===== config.mk =====
export PLATFORM = sky130hd
export DESIGN_NAME = yuv422_to_rgb888
export DESIGN_NICKNAME = d
export VERILOG_FILES = /design/src/rtl/yuv_rgb_pkg.sv /design/src/rtl/yuv_pixel_recon.sv /design/src/rtl/yuv422_to_rgb888.sv
export SDC_FILE = /design/constraint.sdc
export NUM_CORES = 1
export LEC_CHECK = 0
export CORE_ASPECT_RATIO = 1.25
export CORE_MARGIN = 5
export CORE_UTILIZATION = 55
export DETAILED_ROUTE_END_ITERATION = 10
export PLACE_DENSITY = 0.71
export SETUP_SLACK_MARGIN = 0.5
export SYNTH_ARGS = -nofsm -noshare
export SYNTH_HDL_FRONTEND = slang
export SYNTH_SLANG_ARGS = --single-unit

===== constraint.sdc =====
create_clock -name clk -period 11.2 [get_ports clk]
set_input_delay 3.36 -clock clk [delete_from_list [all_inputs] [get_ports clk]]
set_output_delay 3.36 -clock clk [all_outputs]
set_load 0.05 [all_outputs]

===== src/rtl/yuv_rgb_pkg.sv =====
// Shared types, BT.601 full-range Q8 coefficients and the clamp helper for the
// YUV 4:2:2 -> RGB888 decode path.
package yuv_rgb_pkg;

  localparam int unsigned PIX_W = 8;   // unsigned pixel component width
  localparam int unsigned MUL_W = 18;  // signed chroma product intermediate
  localparam int unsigned T_W   = 10;  // signed chroma term after >>> 8
  localparam int unsigned SUM_W = 11;  // signed Y + term before clamping
  localparam int unsigned FRAC  = 8;   // Q8 fraction bits

  localparam logic signed [MUL_W-1:0] CR_V = 18'sd359;
  localparam logic signed [MUL_W-1:0] CG_U = 18'sd88;
  localparam logic signed [MUL_W-1:0] CG_V = 18'sd183;
  localparam logic signed [MUL_W-1:0] CB_U = 18'sd454;
  localparam logic signed [MUL_W-1:0] RND  = 18'sd128;

  typedef struct packed {
    logic [PIX_W-1:0] y0;
    logic [PIX_W-1:0] y1;
    logic [PIX_W-1:0] u;
    logic [PIX_W-1:0] v;
  } yuv422_pair_t;

  typedef struct packed {
    logic [PIX_W-1:0] r;
    logic [PIX_W-1:0] g;
    logic [PIX_W-1:0] b;
  } rgb888_t;

  // Saturate a signed 11-bit sum into 0..255.
  function automatic logic [PIX_W-1:0] clamp8(input logic signed [SUM_W-1:0] x);
    logic [PIX_W-1:0] res;
    if (x[SUM_W-1])
      res = '0;
    else if (x > 11'sd255)
      res = '1;
    else
      res = PIX_W'(x);
    return res;
  endfunction

endpackage


===== src/rtl/yuv_pixel_recon.sv =====
// Combinational reconstruction of one RGB888 pixel from its luma and the
// pair's shared chroma terms.
//   y             : unsigned luma
//   t_r/t_g/t_b   : signed chroma terms (R = Y+tR, G = Y-tG, B = Y+tB)
//   rgb_c         : clamped RGB pixel
import yuv_rgb_pkg::*;

module yuv_pixel_recon (
  input  logic        [PIX_W-1:0] y,
  input  logic signed [T_W-1:0]   t_r,
  input  logic signed [T_W-1:0]   t_g,
  input  logic signed [T_W-1:0]   t_b,
  output rgb888_t                 rgb_c
);

  logic signed [SUM_W-1:0] y_sx;
  logic signed [SUM_W-1:0] sum_r;
  logic signed [SUM_W-1:0] sum_g;
  logic signed [SUM_W-1:0] sum_b;

  assign y_sx  = $signed({3'b000, y});
  assign sum_r = y_sx + SUM_W'(t_r);
  assign sum_g = y_sx - SUM_W'(t_g);
  assign sum_b = y_sx + SUM_W'(t_b);

  assign rgb_c.r = clamp8(sum_r);
  assign rgb_c.g = clamp8(sum_g);
  assign rgb_c.b = clamp8(sum_b);

endmodule


===== src/rtl/yuv422_to_rgb888.sv =====
// Streaming YUV 4:2:2 pair -> two RGB888 pixels, two-stage valid/ready pipe.
//   clk, rst                 : clock, async active-high reset
//   i_valid/i_ready          : input pair handshake (i_ready is combinational)
//   i_y0, i_y1, i_u, i_v     : luma pair and shared chroma
//   o_valid/o_ready          : output pixel handshake
//   o_r, o_g, o_b            : registered RGB pixel
import yuv_rgb_pkg::*;

module yuv422_to_rgb888 (
  input  logic             clk,
  input  logic             rst,
  input  logic             i_valid,
  output logic             i_ready,
  input  logic [PIX_W-1:0] i_y0,
  input  logic [PIX_W-1:0] i_y1,
  input  logic [PIX_W-1:0] i_u,
  input  logic [PIX_W-1:0] i_v,
  output logic             o_valid,
  input  logic             o_ready,
  output logic [PIX_W-1:0] o_r,
  output logic [PIX_W-1:0] o_g,
  output logic [PIX_W-1:0] o_b
);

  yuv422_pair_t in_pair;
  assign in_pair = '{y0: i_y0, y1: i_y1, u: i_u, v: i_v};

  // Chroma terms from the incoming pair, captured into S1 on acceptance.
  logic signed [8:0]       du;
  logic signed [8:0]       dv;
  logic signed [MUL_W-1:0] acc_r;
  logic signed [MUL_W-1:0] acc_g;
  logic signed [MUL_W-1:0] acc_b;
  logic signed [T_W-1:0]   t_r_c;
  logic signed [T_W-1:0]   t_g_c;
  logic signed [T_W-1:0]   t_b_c;

  assign du    = $signed({1'b0, in_pair.u}) - 9'sd128;
  assign dv    = $signed({1'b0, in_pair.v}) - 9'sd128;
  assign acc_r = CR_V * MUL_W'(dv) + RND;
  assign acc_g = CG_U * MUL_W'(du) + CG_V * MUL_W'(dv) + RND;
  assign acc_b = CB_U * MUL_W'(du) + RND;
  assign t_r_c = T_W'(acc_r >>> FRAC);
  assign t_g_c = T_W'(acc_g >>> FRAC);
  assign t_b_c = T_W'(acc_b >>> FRAC);

  // S1: luma pair plus chroma terms.
  logic                  s1_valid, s1_valid_nxt;
  logic [PIX_W-1:0]      s1_y0, s1_y0_nxt;
  logic [PIX_W-1:0]      s1_y1, s1_y1_nxt;
  logic signed [T_W-1:0] s1_tr, s1_tr_nxt;
  logic signed [T_W-1:0] s1_tg, s1_tg_nxt;
  logic signed [T_W-1:0] s1_tb, s1_tb_nxt;

  // S2: the visible pixel is held in out_q; pix1_q waits for phase 1.
  logic    s2_valid, s2_valid_nxt;
  logic    phase, phase_nxt;
  rgb888_t out_q, out_nxt;
  rgb888_t pix1_q, pix1_nxt;

  rgb888_t rec0_c;
  rgb888_t rec1_c;

  yuv_pixel_recon u_recon0 (
    .y(s1_y0), .t_r(s1_tr), .t_g(s1_tg), .t_b(s1_tb), .rgb_c(rec0_c)
  );

  yuv_pixel_recon u_recon1 (
    .y(s1_y1), .t_r(s1_tr), .t_g(s1_tg), .t_b(s1_tb), .rgb_c(rec1_c)
  );

  // S2 can take a new pair when empty or when its last pixel leaves this edge.
  logic move_c;
  logic in_hs_c;
  logic out_hs_c;

  assign move_c   = s1_valid && (!s2_valid || (phase && o_ready));
  assign i_ready  = !s1_valid || move_c;
  assign in_hs_c  = i_valid && i_ready;
  assign out_hs_c = s2_valid && o_ready;

  // Next-state for both stages.
  always_comb begin
    s1_valid_nxt = s1_valid;
    s1_y0_nxt    = s1_y0;
    s1_y1_nxt    = s1_y1;
    s1_tr_nxt    = s1_tr;
    s1_tg_nxt    = s1_tg;
    s1_tb_nxt    = s1_tb;
    s2_valid_nxt = s2_valid;
    phase_nxt    = phase;
    out_nxt      = out_q;
    pix1_nxt     = pix1_q;

    if (in_hs_c) begin
      s1_valid_nxt = 1'b1;
      s1_y0_nxt    = in_pair.y0;
      s1_y1_nxt    = in_pair.y1;
      s1_tr_nxt    = t_r_c;
      s1_tg_nxt    = t_g_c;
      s1_tb_nxt    = t_b_c;
    end else if (move_c) begin
      s1_valid_nxt = 1'b0;
    end

    if (move_c) begin
      s2_valid_nxt = 1'b1;
      phase_nxt    = 1'b0;
      out_nxt      = rec0_c;
      pix1_nxt     = rec1_c;
    end else if (out_hs_c) begin
      if (!phase) begin
        phase_nxt = 1'b1;
        out_nxt   = pix1_q;
      end else begin
        s2_valid_nxt = 1'b0;
        phase_nxt    = 1'b0;
      end
    end
  end

  // State registers.
  always_ff @(posedge clk or posedge rst) begin
    if (rst) begin
      s1_valid <= 1'b0;
      s1_y0    <= '0;
      s1_y1    <= '0;
      s1_tr    <= '0;
      s1_tg    <= '0;
      s1_tb    <= '0;
      s2_valid <= 1'b0;
      phase    <= 1'b0;
      out_q    <= '0;
      pix1_q   <= '0;
    end else begin
      s1_valid <= s1_valid_nxt;
      s1_y0    <= s1_y0_nxt;
      s1_y1    <= s1_y1_nxt;
      s1_tr    <= s1_tr_nxt;
      s1_tg    <= s1_tg_nxt;
      s1_tb    <= s1_tb_nxt;
      s2_valid <= s2_valid_nxt;
      phase    <= phase_nxt;
      out_q    <= out_nxt;
      pix1_q   <= pix1_nxt;
    end
  end

  assign o_valid = s2_valid;
  assign o_r     = out_q.r;
  assign o_g     = out_q.g;
  assign o_b     = out_q.b;

endmodule


==> impl_metrics.py, run 1 <==
metrics = {
    "route": {
        "wire_per_inst_microns": 15.8,
        "drt_first_pass_iters": 6,
        "routed-via-count": 8652,
        "final_antenna_net_count": 0,
        "first_iter_violations": 401,
        "via_per_inst": 5.51,
        "finalWirelength_mm": 24.9,
        "drc_errors": 0,
    },
    "global_route": {
        "grt_pass1_wl_mm": 42.9,
        "antenna_found_initial": 0,
        "gr-total-overflow": 0,
        "grt_usage_pct": 21.9,
        "first_global_vias": 8887,
        "grt_max_degree": 76,
    },
    "run": {
        "drv_cap": 0,
    },
    "clocking": {
        "cts-root-buf": "clkbuf_16",
        "cts_resized": 0,
        "clkTransAtPathRegs_ns": 0.07,
        "clock_latency_ns": 0.35,
        "post_cts_buffers": 0,
        "clkSinkCount": 97,
        "cts_tree": "yes",
        "clockBufferDepth": 2,
        "cts_buffers": 9,
        "holdBufCountCts": 0,
        "cts_htree_levels": 3,
    },
    "synthesis": {
        "yosys_warnings": 0,
        "synth_top_family_by_area": "adder cells",
        "synth_adder_area_share_pct": 35.1,
        "syn_area_sq_um": 11300,
        "synth-seq-cells": 97,
        "synth-seq-area-share_pct": 21.5,
        "yosys.area_share.simple_pct": 12.9,
        "synth_cells": 1244,
        "syn-num-nets": 1552,
        "synth_most_common_cell": "ha_1",
        "syn_area_per_cell_sq_um": 9.08,
        "netlist.area_leader.share_pct": 21.8,
        "synth.area.mux_share_pct": 2.28,
        "yosys.area.top_type": "ha_1",
        "synth-edff-count": 0,
        "synth_cell_type_count": 70,
        "synthFlopType": "dfrtp_1",
        "async_flop_share_pct": 100,
        "synth-compound-area-share_pct": 14.6,
        "ys_top_cells_by_count": "ha_1, inv_1, dfrtp_1",
        "synth_xor_area_share_pct": 6.50,
        "synth.area.top_cells": "ha_1, dfrtp_1, fa_1",
    },
    "sta": {
        "rsz0062_at_grt": "no",
        "slew_headroom_pct": 30.0,
        "clock.fmax_ghz": 0.119,
        "final.setup.worst_slack_ns": 2.77,
        "finClkSkew_ns": 0.0106,
        "worst_pin_slew_ns": 1.05,
        "fin_crit_ns": 8.43,
        "hold_viol_final": 0,
        "report.final.slew_viol_count": 0,
        "setup-tns-final_ns": 0,
        "finalSetupViolations": 0,
        "finalCritPeriodShare_pct": 75.3,
    },
    "floorplanning": {
        "io_pins": 62,
        "rows": 58,
        "design.die.area_sq_um": 23500,
        "core_area_sq_um": 20200,
        "chipWidth_microns": 138,
        "die_height_microns": 170,
        "start_util_pct": 56.0,
    },
    "placement": {
        "place_area_sq_um": 12200,
        "post-place-cells": 1554,
        "preCtsSetupSlack_ns": 2.37,
        "dp_hpwl_mm": 20.9,
        "place_congestion": 0.918,
        "io_buffer_count": 61,
    },
    "pwr": {
        "p_total_mw": 3.93,
        "powerDensity_nw_per_um2": 315,
        "p_leak_nw": 6.12,
        "peakVddDrop_uv": 152,
    },
    "final_layout": {
        "syn_to_final_growth_pct": 10.7,
        "drive_gt1_share_pct": 4.38,
        "stdcell_count": 1570,
        "fin_area_sq_um": 12500,
        "antenna_cells": 0,
        "nNetsFinal": 1603,
    },
    "critical_path": {
        "critPathMaxStageDelay_ns": 0.78,
        "worst-setup-path-type": "input pin to register",
        "worstPathRequired_ns": 11.48,
        "critPathCaptureType": "register",
        "r2r_slack_ns": 8.16,
        "cp_cell_sequence": "clkdlybuf4s50_1 -> inv_1 -> ha_1 -> ha_1 -> or2_2 -> fa_1 -> fa_1 -> ha_1 -> ha_1 -> nand4_1 -> o2111ai_2 -> xor2_2 -> nand3_2 -> nor4b_4 -> nand2_1 -> or4b_1 -> nand3_1",
        "crit_arrival_ns": 8.72,
        "critPathMaxFanout": 10,
        "critPathLaunchType": "input pin",
        "slowest_stage": "clkdlybuf4s50_1",
        "critical_path.most_common_cell": "ha_1",
    },
    "hold_path": {
        "hold_class": "register to register",
    },
    "run_status": {
        "status": "finished clean",
    },
}
critical path: cells and delay by family:
family | cells | cell delay [ns]
AO/OA/AOI/OAI | 1 | 0.28
XOR/XNOR | 1 | 0.26
adder cells (fa/ha/maj) | 6 | 2.22
buffers and inverters | 2 | 1.04
AND/OR/NAND/NOR | 7 | 1.56
routing by layer:
layer,GRT usage [%],part of all wire [%],up-vias
li1,-,-,4377
met1,27.3,44,4090
met2,40.1,50,151
met3,2.00,2.9,34
met4,7.35,3.1,0
met5,0,0,-
flip-flops by register name, indices dropped and copies added, names as in the netlist:
register and count:
o_valid 1, s1_y0 8, o_r 8, s1_tb 10
o_b 8, s1_tg 10, o_g 8, phase 1
s1_valid 1, s1_tr 10, pix1_q 24, s1_y1 8
cells in the final DEF, fill, tap and decap left out, types with 5 or more instances in the layout:
cell / synthesis / routed
a211oi_1: 5 / 5
a21o_1: 14 / 14
a21oi_1: 67 / 67
a221oi_1: 5 / 5
a31oi_1: 15 / 15
and3_1: 7 / 7
buf_4: 1 / 5
clkbuf_16: 0 / 9
clkdlybuf4s50_1: 0 / 61
dfrtp_1: 97 / 97
fa_1: 75 / 75
ha_1: 197 / 197
inv_1: 185 / 184
mux2_2: 22 / 22
nand2_1: 78 / 77
nand2b_1: 13 / 13
nand3_1: 18 / 18
nand4_1: 8 / 8
nor2_1: 77 / 77
nor2b_1: 16 / 16
nor3_1: 27 / 27
nor4_1: 8 / 8
o211ai_1: 6 / 6
o21a_1: 8 / 8
o21ai_0: 67 / 67
o21ai_1: 21 / 21
o21bai_1: 8 / 8
o221ai_1: 7 / 7
o31ai_1: 11 / 11
or2_2: 6 / 6
or3_1: 6 / 6
xnor2_1: 56 / 56
xor2_1: 26 / 26
layout make-up:
class	instances	area, sq um
Fill cell	1782	7680
Clock buffer	11	233
Clock inverter	5	86.3
Timing Repair Buffer	66	648
Inverter	185	697
Multi-Input combinational cell	936	8070
Sequential cell	97	2430
Tap cell	270	338
path summary, 6_finish.rpt:
| kind | cells past startpoint | endpoint | start |
|---|---|---|---|
| min | 2 | pix1_q[0] | pix1_q[0] |
| max reg2reg | 10 | o_r[1] | s1_y0[1] |
| max | 17 | s1_tb[8] | i_u[7] |
| max in group asynchronous | 3 | s1_tr[6] | rst |
| min reg2reg | 2 | pix1_q[0] | pix1_q[0] |
| min in group asynchronous | 2 | o_b[5] | rst |
stage by stage:
step           util (%)  hold WS (ns)
2_1_floorplan         -         0.444
3_3_place_gp       60.4         0.456
3_5_place_dp       60.4         0.467
4_1_cts            62.0         0.483
5_1_grt            62.0         0.503
6_report           62.0         0.478
power by group:
part	leakage, nW	switching, mW	internal (mW)
clock network	0.155	0.134	0.198
registers	1.17	0.188	0.524
logic	4.79	1.68	1.21
cell families after synthesis:
kind of cell	count (synthesis)
AO/OA/AOI/OAI	267
XOR/XNOR	83
adder cells (fa/ha/maj)	272
buffers and inverters	211
flip-flops	97
multiplexers	23
AND/OR/NAND/NOR	291
Note: power is estimated with default switching activity, not from simulation.
==> run 2: changes to the inputs <==
==> constraint.sdc (replaced) <==
create_clock -name clk -period 7.79 [get_ports clk]
set_input_delay 2.337 -clock clk [delete_from_list [all_inputs] [get_ports clk]]
set_output_delay 2.337 -clock clk [all_outputs]
set_load 0.05 [all_outputs]
==> run 2 against run 1 <==
  * Flip-flop and latch count is the same
  * Largest cell class unchanged
  * Core utilization rose by 0.17 points
  * Critical path type unchanged
  * Largest power group unchanged
  * Register-to-register slack got worse by 3.5 ns
==> impl_metrics.py, run 2 (same netlist as run 1, synthesis figures left out) <==
metrics = {
    "final_layout": {
        "syn_to_final_growth_pct": 11.0,
        "largest_reg_flops": 24,
        "nNetsFinal": 1610,
        "drive_gt1_share_pct": 5.05,
        "antenna_cells": 0,
        "final-seq-area_sq_um": 2430,
        "stdcell_count": 1577,
        "n_fill_cell": 1816,
        "layout_common_cells": "ha_1, inv_1, dfrtp_1, nand2_1, nor2_1",
        "layout_commonest_cell": "ha_1",
        "multi_input_area_sq_um": 8070,
        "top_register": "pix1_q",
    },
    "critical_path": {
        "critical_path.most_common_cell": "ha_1",
        "crit_arrival_ns": 7.27,
        "worst-setup-path-type": "input pin to register",
        "critPathMaxStageDelay_ns": 0.49,
        "critPathCaptureType": "register",
        "r2r_slack_ns": 4.66,
        "r2r-start": "s1_y1[1]",
        "reg2reg_depth": 9,
        "critPathMaxFanout": 6,
        "critPathLaunchType": "input pin",
        "slowest_stage": "fa_1",
        "r2r-end": "pix1_q[5]",
        "cp_cell_sequence": "clkdlybuf4s50_1 -> inv_1 -> ha_1 -> ha_1 -> or2_2 -> fa_1 -> fa_1 -> ha_1 -> ha_1 -> nand4_1 -> o2111ai_2 -> xor2_2 -> nand3_2 -> nor4b_4 -> nand2_1 -> or4b_1 -> nand3_1",
        "worstPathRequired_ns": 8.08,
    },
    "pwr": {
        "p_leak_nw": 6.17,
        "peakVddDrop_uv": 258,
        "powerDensity_nw_per_um2": 449,
    },
    "route": {
        "final_antenna_net_count": 0,
        "drc_errors": 0,
        "routed-via-count": 8725,
        "drt_first_pass_iters": 5,
        "finalWirelength_mm": 25.1,
        "first_iter_violations": 456,
        "wire_per_inst_microns": 15.9,
        "via_per_inst": 5.53,
    },
    "clocking": {
        "cts_buffers": 9,
        "clockBufferDepth": 2,
        "cts_tree": "yes",
        "post_cts_buffers": 0,
        "cts_htree_levels": 3,
        "clkTransAtPathRegs_ns": 0.07,
        "clkSinkCount": 97,
        "clock_latency_ns": 0.35,
        "cts-root-buf": "clkbuf_16",
    },
    "global_route": {
        "first_global_vias": 8777,
        "antenna_found_initial": 0,
        "grt_usage_pct": 22.0,
        "gr-total-overflow": 0,
        "grt_pass1_wl_mm": 42.5,
        "grt_max_degree": 76,
    },
    "floorplanning": {
        "rows": 58,
        "design.die.area_sq_um": 23500,
        "core_area_sq_um": 20200,
        "chipWidth_microns": 138,
        "die_height_microns": 170,
        "start_util_pct": 56.0,
        "io_pins": 62,
    },
    "sta": {
        "clock.fmax_ghz": 0.143,
        "rsz0062_at_grt": "no",
        "setup-tns-final_ns": 0,
        "slew_headroom_pct": 32.9,
        "finalCritPeriodShare_pct": 89.6,
        "worst_pin_slew_ns": 1.00,
        "hold_viol_final": 0,
        "finalSetupViolations": 0,
        "fin_crit_ns": 6.98,
        "finClkSkew_ns": 0.00810,
        "report.final.slew_viol_count": 0,
    },
    "placement": {
        "io_buffer_count": 61,
        "dp_hpwl_mm": 21.2,
        "place_congestion": 0.907,
        "post-place-cells": 1561,
    },
    "hold_path": {
        "hold_class": "register to register",
        "holdCritStartpoint": "pix1_q[20]",
        "whs_path_depth": 2,
        "min_to": "pix1_q[20]",
    },
    "run": {
        "drv_cap": 0,
    },
    "run_status": {
        "status": "finished clean",
    },
}
==> run 2: through the flow <==
step	hold WS [ns]	cell area [sq um]	power [mW]	setup WS (ns)	utilization [%]
global route	0.511	12500	6.22	0.527	62.1
detailed placement	0.466	12200	5.17	0.247	60.6
CTS	0.482	12500	5.64	0.621	62.1
finish	0.484	12500	5.62	0.812	62.1
floorplan	0.444	11300	4.15	0.898	-
global placement	0.456	12200	5.07	0.371	60.6
==> run 2: worst max-delay path by stage <==
stage	depth (start not counted)	start	endpoint
2_1_floorplan	17	i_u[7]	s1_tb[8]
3_3_place_gp	22	i_u[0]	s1_tg[5]
3_5_place_dp	22	i_u[0]	s1_tg[7]
4_1_cts	22	i_u[0]	s1_tg[7]
5_1_grt	17	i_u[7]	s1_tb[8]
6_report	17	i_u[7]	s1_tb[8]
==> run 2: area by class of cell <==
cell class,count,area share (%)
clock buffer,11,2.02
clock inverter,5,0.300
inverter,185,5.56
multi-input combinational,936,64.4
sequential,97,19.4
tap,270,2.70
timing repair buffer,73,5.67
==> run 2: worst max-delay path, delay by kind of cell <==
family	cells	cell delay (ns)
AOI/OAI and AO/OA	1	0.27
xor gates and xnor gates	1	0.25
adders and majority gates	6	2.19
buffers and inverters	2	0.62
and+or+nand+nor	7	1.57
==> run 2: per-layer routing <==
metal,vias to the layer above,wire [microns],track usage [%]
li1,4385,-,-
met1,4132,10900,27.1
met2,170,12600,40.0
met3,38,824,2.67
met4,0,790,7.39
met5,-,0,0
==> run 2: where the power goes <==
part	internal [mW]	switching, mW	total, mW
Combinational	1.75	2.42	4.16
Sequential	0.753	0.269	1.02
Clock	0.236	0.200	0.436
==> run 2: what timing repair did <==
item	in CTS	in global routing
resized for setup	0	4
endpoints found under the setup margin	0	5
hold buffers	0	0
==> run 3: changes to the inputs <==
==> constraint.sdc (replaced) <==
create_clock -name clk -period 7.5 [get_ports clk]
set_input_delay 2.25 -clock clk [delete_from_list [all_inputs] [get_ports clk]]
set_output_delay 2.25 -clock clk [all_outputs]
set_load 0.05 [all_outputs]
==> run 3 against run 2 <==
  * Clock skew grew 0.0034 ns
  * Worst setup slack lost 0.13 ns
  * Die area stayed put
  * Combinational power increased by 5.8%
  * Global-route usage is 0.16 points higher
  * Via count shrank 0.40%
  * Critical path depth stayed put
  * Sequential share of layout area shrank 0.24 points
  * Core utilization is 0.77 points higher
  * Register-to-register slack worse by 0.29 ns
  * Non-clock buffer count increased by 7
  * Final cell count grew 0.44%
  * Critical path type unchanged
  * Critical endpoint unchanged
  * Highest routed layer unchanged
==> impl_metrics.py, run 3 (same netlist as run 1, synthesis figures left out) <==
metrics = {
    "critical_path": {
        "worst-setup-path-type": "input pin to register",
        "r2r-end": "o_b[4]",
        "critPathLaunch": "i_u[7]",
        "cp_top_family": "adder cells",
        "worstSetupPathDepth": 17,
        "r2r_slack_ns": 4.37,
        "reg2reg_depth": 10,
        "slowest_stage": "fa_1",
        "critPathMaxFanout": 6,
        "worstPathRequired_ns": 7.78,
        "crit_buf_inv": 2,
        "crit_end": "s1_tb[8]",
        "critical_path.most_common_cell": "ha_1",
        "r2r-start": "s1_y0[0]",
        "critPathMaxStageDelay_ns": 0.49,
        "cp_cell_sequence": "clkdlybuf4s50_1 -> inv_1 -> ha_1 -> ha_1 -> or2_2 -> fa_1 -> fa_1 -> ha_1 -> ha_2 -> nand4_1 -> o2111ai_2 -> xor2_2 -> nand3_2 -> nor4b_4 -> nand2_1 -> or4b_1 -> nand3_1",
        "critPathLaunchType": "input pin",
        "crit_arrival_ns": 7.09,
        "critPathCaptureType": "register",
    },
    "route": {
        "wire_per_inst_microns": 15.9,
        "routed-via-count": 8690,
        "drt_first_pass_iters": 5,
        "first_iter_violations": 481,
        "finalWirelength_mm": 25.2,
        "via_per_inst": 5.49,
        "drc_errors": 0,
        "final_antenna_net_count": 0,
    },
    "final_layout": {
        "layout_commonest_cell": "ha_1",
        "top_register": "pix1_q",
        "antenna_cells": 0,
        "syn_to_final_growth_pct": 12.4,
        "layout_common_cells": "ha_1, inv_1, dfrtp_1, nand2_1, nor2_1",
        "largest_reg_flops": 24,
        "drive_gt1_share_pct": 6.39,
        "nNetsFinal": 1617,
    },
    "sta": {
        "fin_crit_ns": 6.81,
        "worst_pin_slew_ns": 1.05,
        "final.setup.worst_slack_ns": 0.686,
        "rsz0062_at_grt": "no",
        "slew_headroom_pct": 29.6,
        "hold_viol_final": 0,
        "finClkSkew_ns": 0.0115,
        "finalSetupViolations": 0,
        "finalCritPeriodShare_pct": 90.9,
        "clock.fmax_ghz": 0.147,
        "report.final.slew_viol_count": 0,
        "setup-tns-final_ns": 0,
    },
    "floorplanning": {
        "start_util_pct": 56.0,
        "io_pins": 62,
        "core_area_sq_um": 20200,
        "rows": 58,
        "design.die.area_sq_um": 23500,
        "die_height_microns": 170,
        "chipWidth_microns": 138,
    },
    "global_route": {
        "first_global_vias": 8776,
        "grt_pass1_wl_mm": 43.1,
        "antenna_found_initial": 0,
        "grt_max_degree": 70,
        "gr-total-overflow": 0,
        "grt_usage_pct": 22.1,
    },
    "clocking": {
        "cts_htree_levels": 3,
        "cts-root-buf": "clkbuf_16",
        "cts_tree": "yes",
        "cts_buffers": 9,
        "clkTransAtPathRegs_ns": 0.06,
        "clkSinkCount": 97,
        "clockBufferDepth": 2,
        "holdBufCountCts": 0,
        "clock_latency_ns": 0.34,
    },
    "pwr": {
        "powerDensity_nw_per_um2": 471,
        "peakVddDrop_uv": 258,
        "p_leak_nw": 6.25,
    },
    "placement": {
        "place_congestion": 0.897,
        "preCtsSetupSlack_ns": 0.141,
        "dp_hpwl_mm": 21.2,
        "io_buffer_count": 61,
    },
    "run_status": {
        "status": "finished clean",
    },
    "hold_path": {
        "hold_class": "register to register",
    },
    "run": {
        "drv_cap": 0,
    },
}
==> run 3: cell count changes in the layout (fill, tap and decap cells not counted), moves of 2 or more <==
cell / previous run / this run
a31oi_1: 15 / 13
a21oi_2: 0 / 5
bufinv_16: 0 / 2
ha_1: 197 / 195
buf_4: 12 / 19
a21oi_1: 67 / 62
a31oi_2: 0 / 2
clkinvlp_4: 2 / 0
==> run 3: repair_timing <==
action	in CTS	in global routing
resized for setup	1	16
endpoints found under the setup margin	2	9
buffers inserted	0	2
pin swaps	0	3
==> run 3: worst min path at each step <==
stage | from | endpoint | slack, ns | cells after the start
final | pix1_q[18] | pix1_q[18] | 0.48 | 2
after global routing | pix1_q[21] | pix1_q[21] | 0.50 | 2
after CTS | pix1_q[18] | pix1_q[18] | 0.48 | 2
after detailed placement | pix1_q[18] | pix1_q[18] | 0.47 | 2
after global placement | pix1_q[18] | pix1_q[18] | 0.46 | 2
after floorplan | pix1_q[11] | pix1_q[11] | 0.44 | 2
==> run 3: per-stage QoR <==
stage / instance area [sq um] / hold WS (ns) / util [%] / total power [mW] / cells
after floorplan: 11300 / 0.444 / - / 4.31 / 1244
after global placement: 12300 / 0.455 / 60.8 / 5.26 / 1566
after detailed placement: 12300 / 0.467 / 60.8 / 5.36 / 1566
after CTS: 12600 / 0.484 / 62.4 / 5.91 / 1582
after global routing: 12700 / 0.500 / 62.9 / 6.62 / 1584
final: 12700 / 0.481 / 62.9 / 5.98 / 1584
==> run 3: per-layer routing <==
metal  global-route usage [%]  vias to the layer above  share of wire [%]
met4                     6.45                        0                2.8
met5                        0                        -                  0
met3                     2.16                       46                2.4
li1                         -                     4408                  -
met2                     39.9                      159                 51
met1                     28.4                     4077                 44
==> run 3: worst reg2reg max path, stage by stage (launching register included) <==
cell and delay [ns]:
dfrtp_1 0.45, ha_1 0.26, fa_1 0.42, a21o_1 0.19, a21oi_1 0.28, o21bai_1 0.15
a31oi_1 0.25, nor4b_1 0.10, a211oi_2 0.44, nor2_1 0.16, a221oi_1 0.31
==> run 3: cell type report <==
| cell class | instances | area, sq um |
|---|---|---|
| clock buffer | 12 | 256 |
| clock inverter | 4 | 73.8 |
| fill | 1801 | 7490 |
| inverter | 185 | 697 |
| multi-input combinational | 936 | 8130 |
| sequential | 97 | 2430 |
| tap | 270 | 338 |
| timing repair buffer | 80 | 762 |
==> run 3: report_power, final <==
part / leakage [nW] / internal (mW) / switching [mW] / total, mW
registers: 1.17 / 0.782 / 0.284 / 1.07
clock network: 0.163 / 0.311 / 0.197 / 0.508
logic: 4.92 / 1.85 / 2.55 / 4.40
total: 6.25 / 2.95 / 3.03 / 5.98
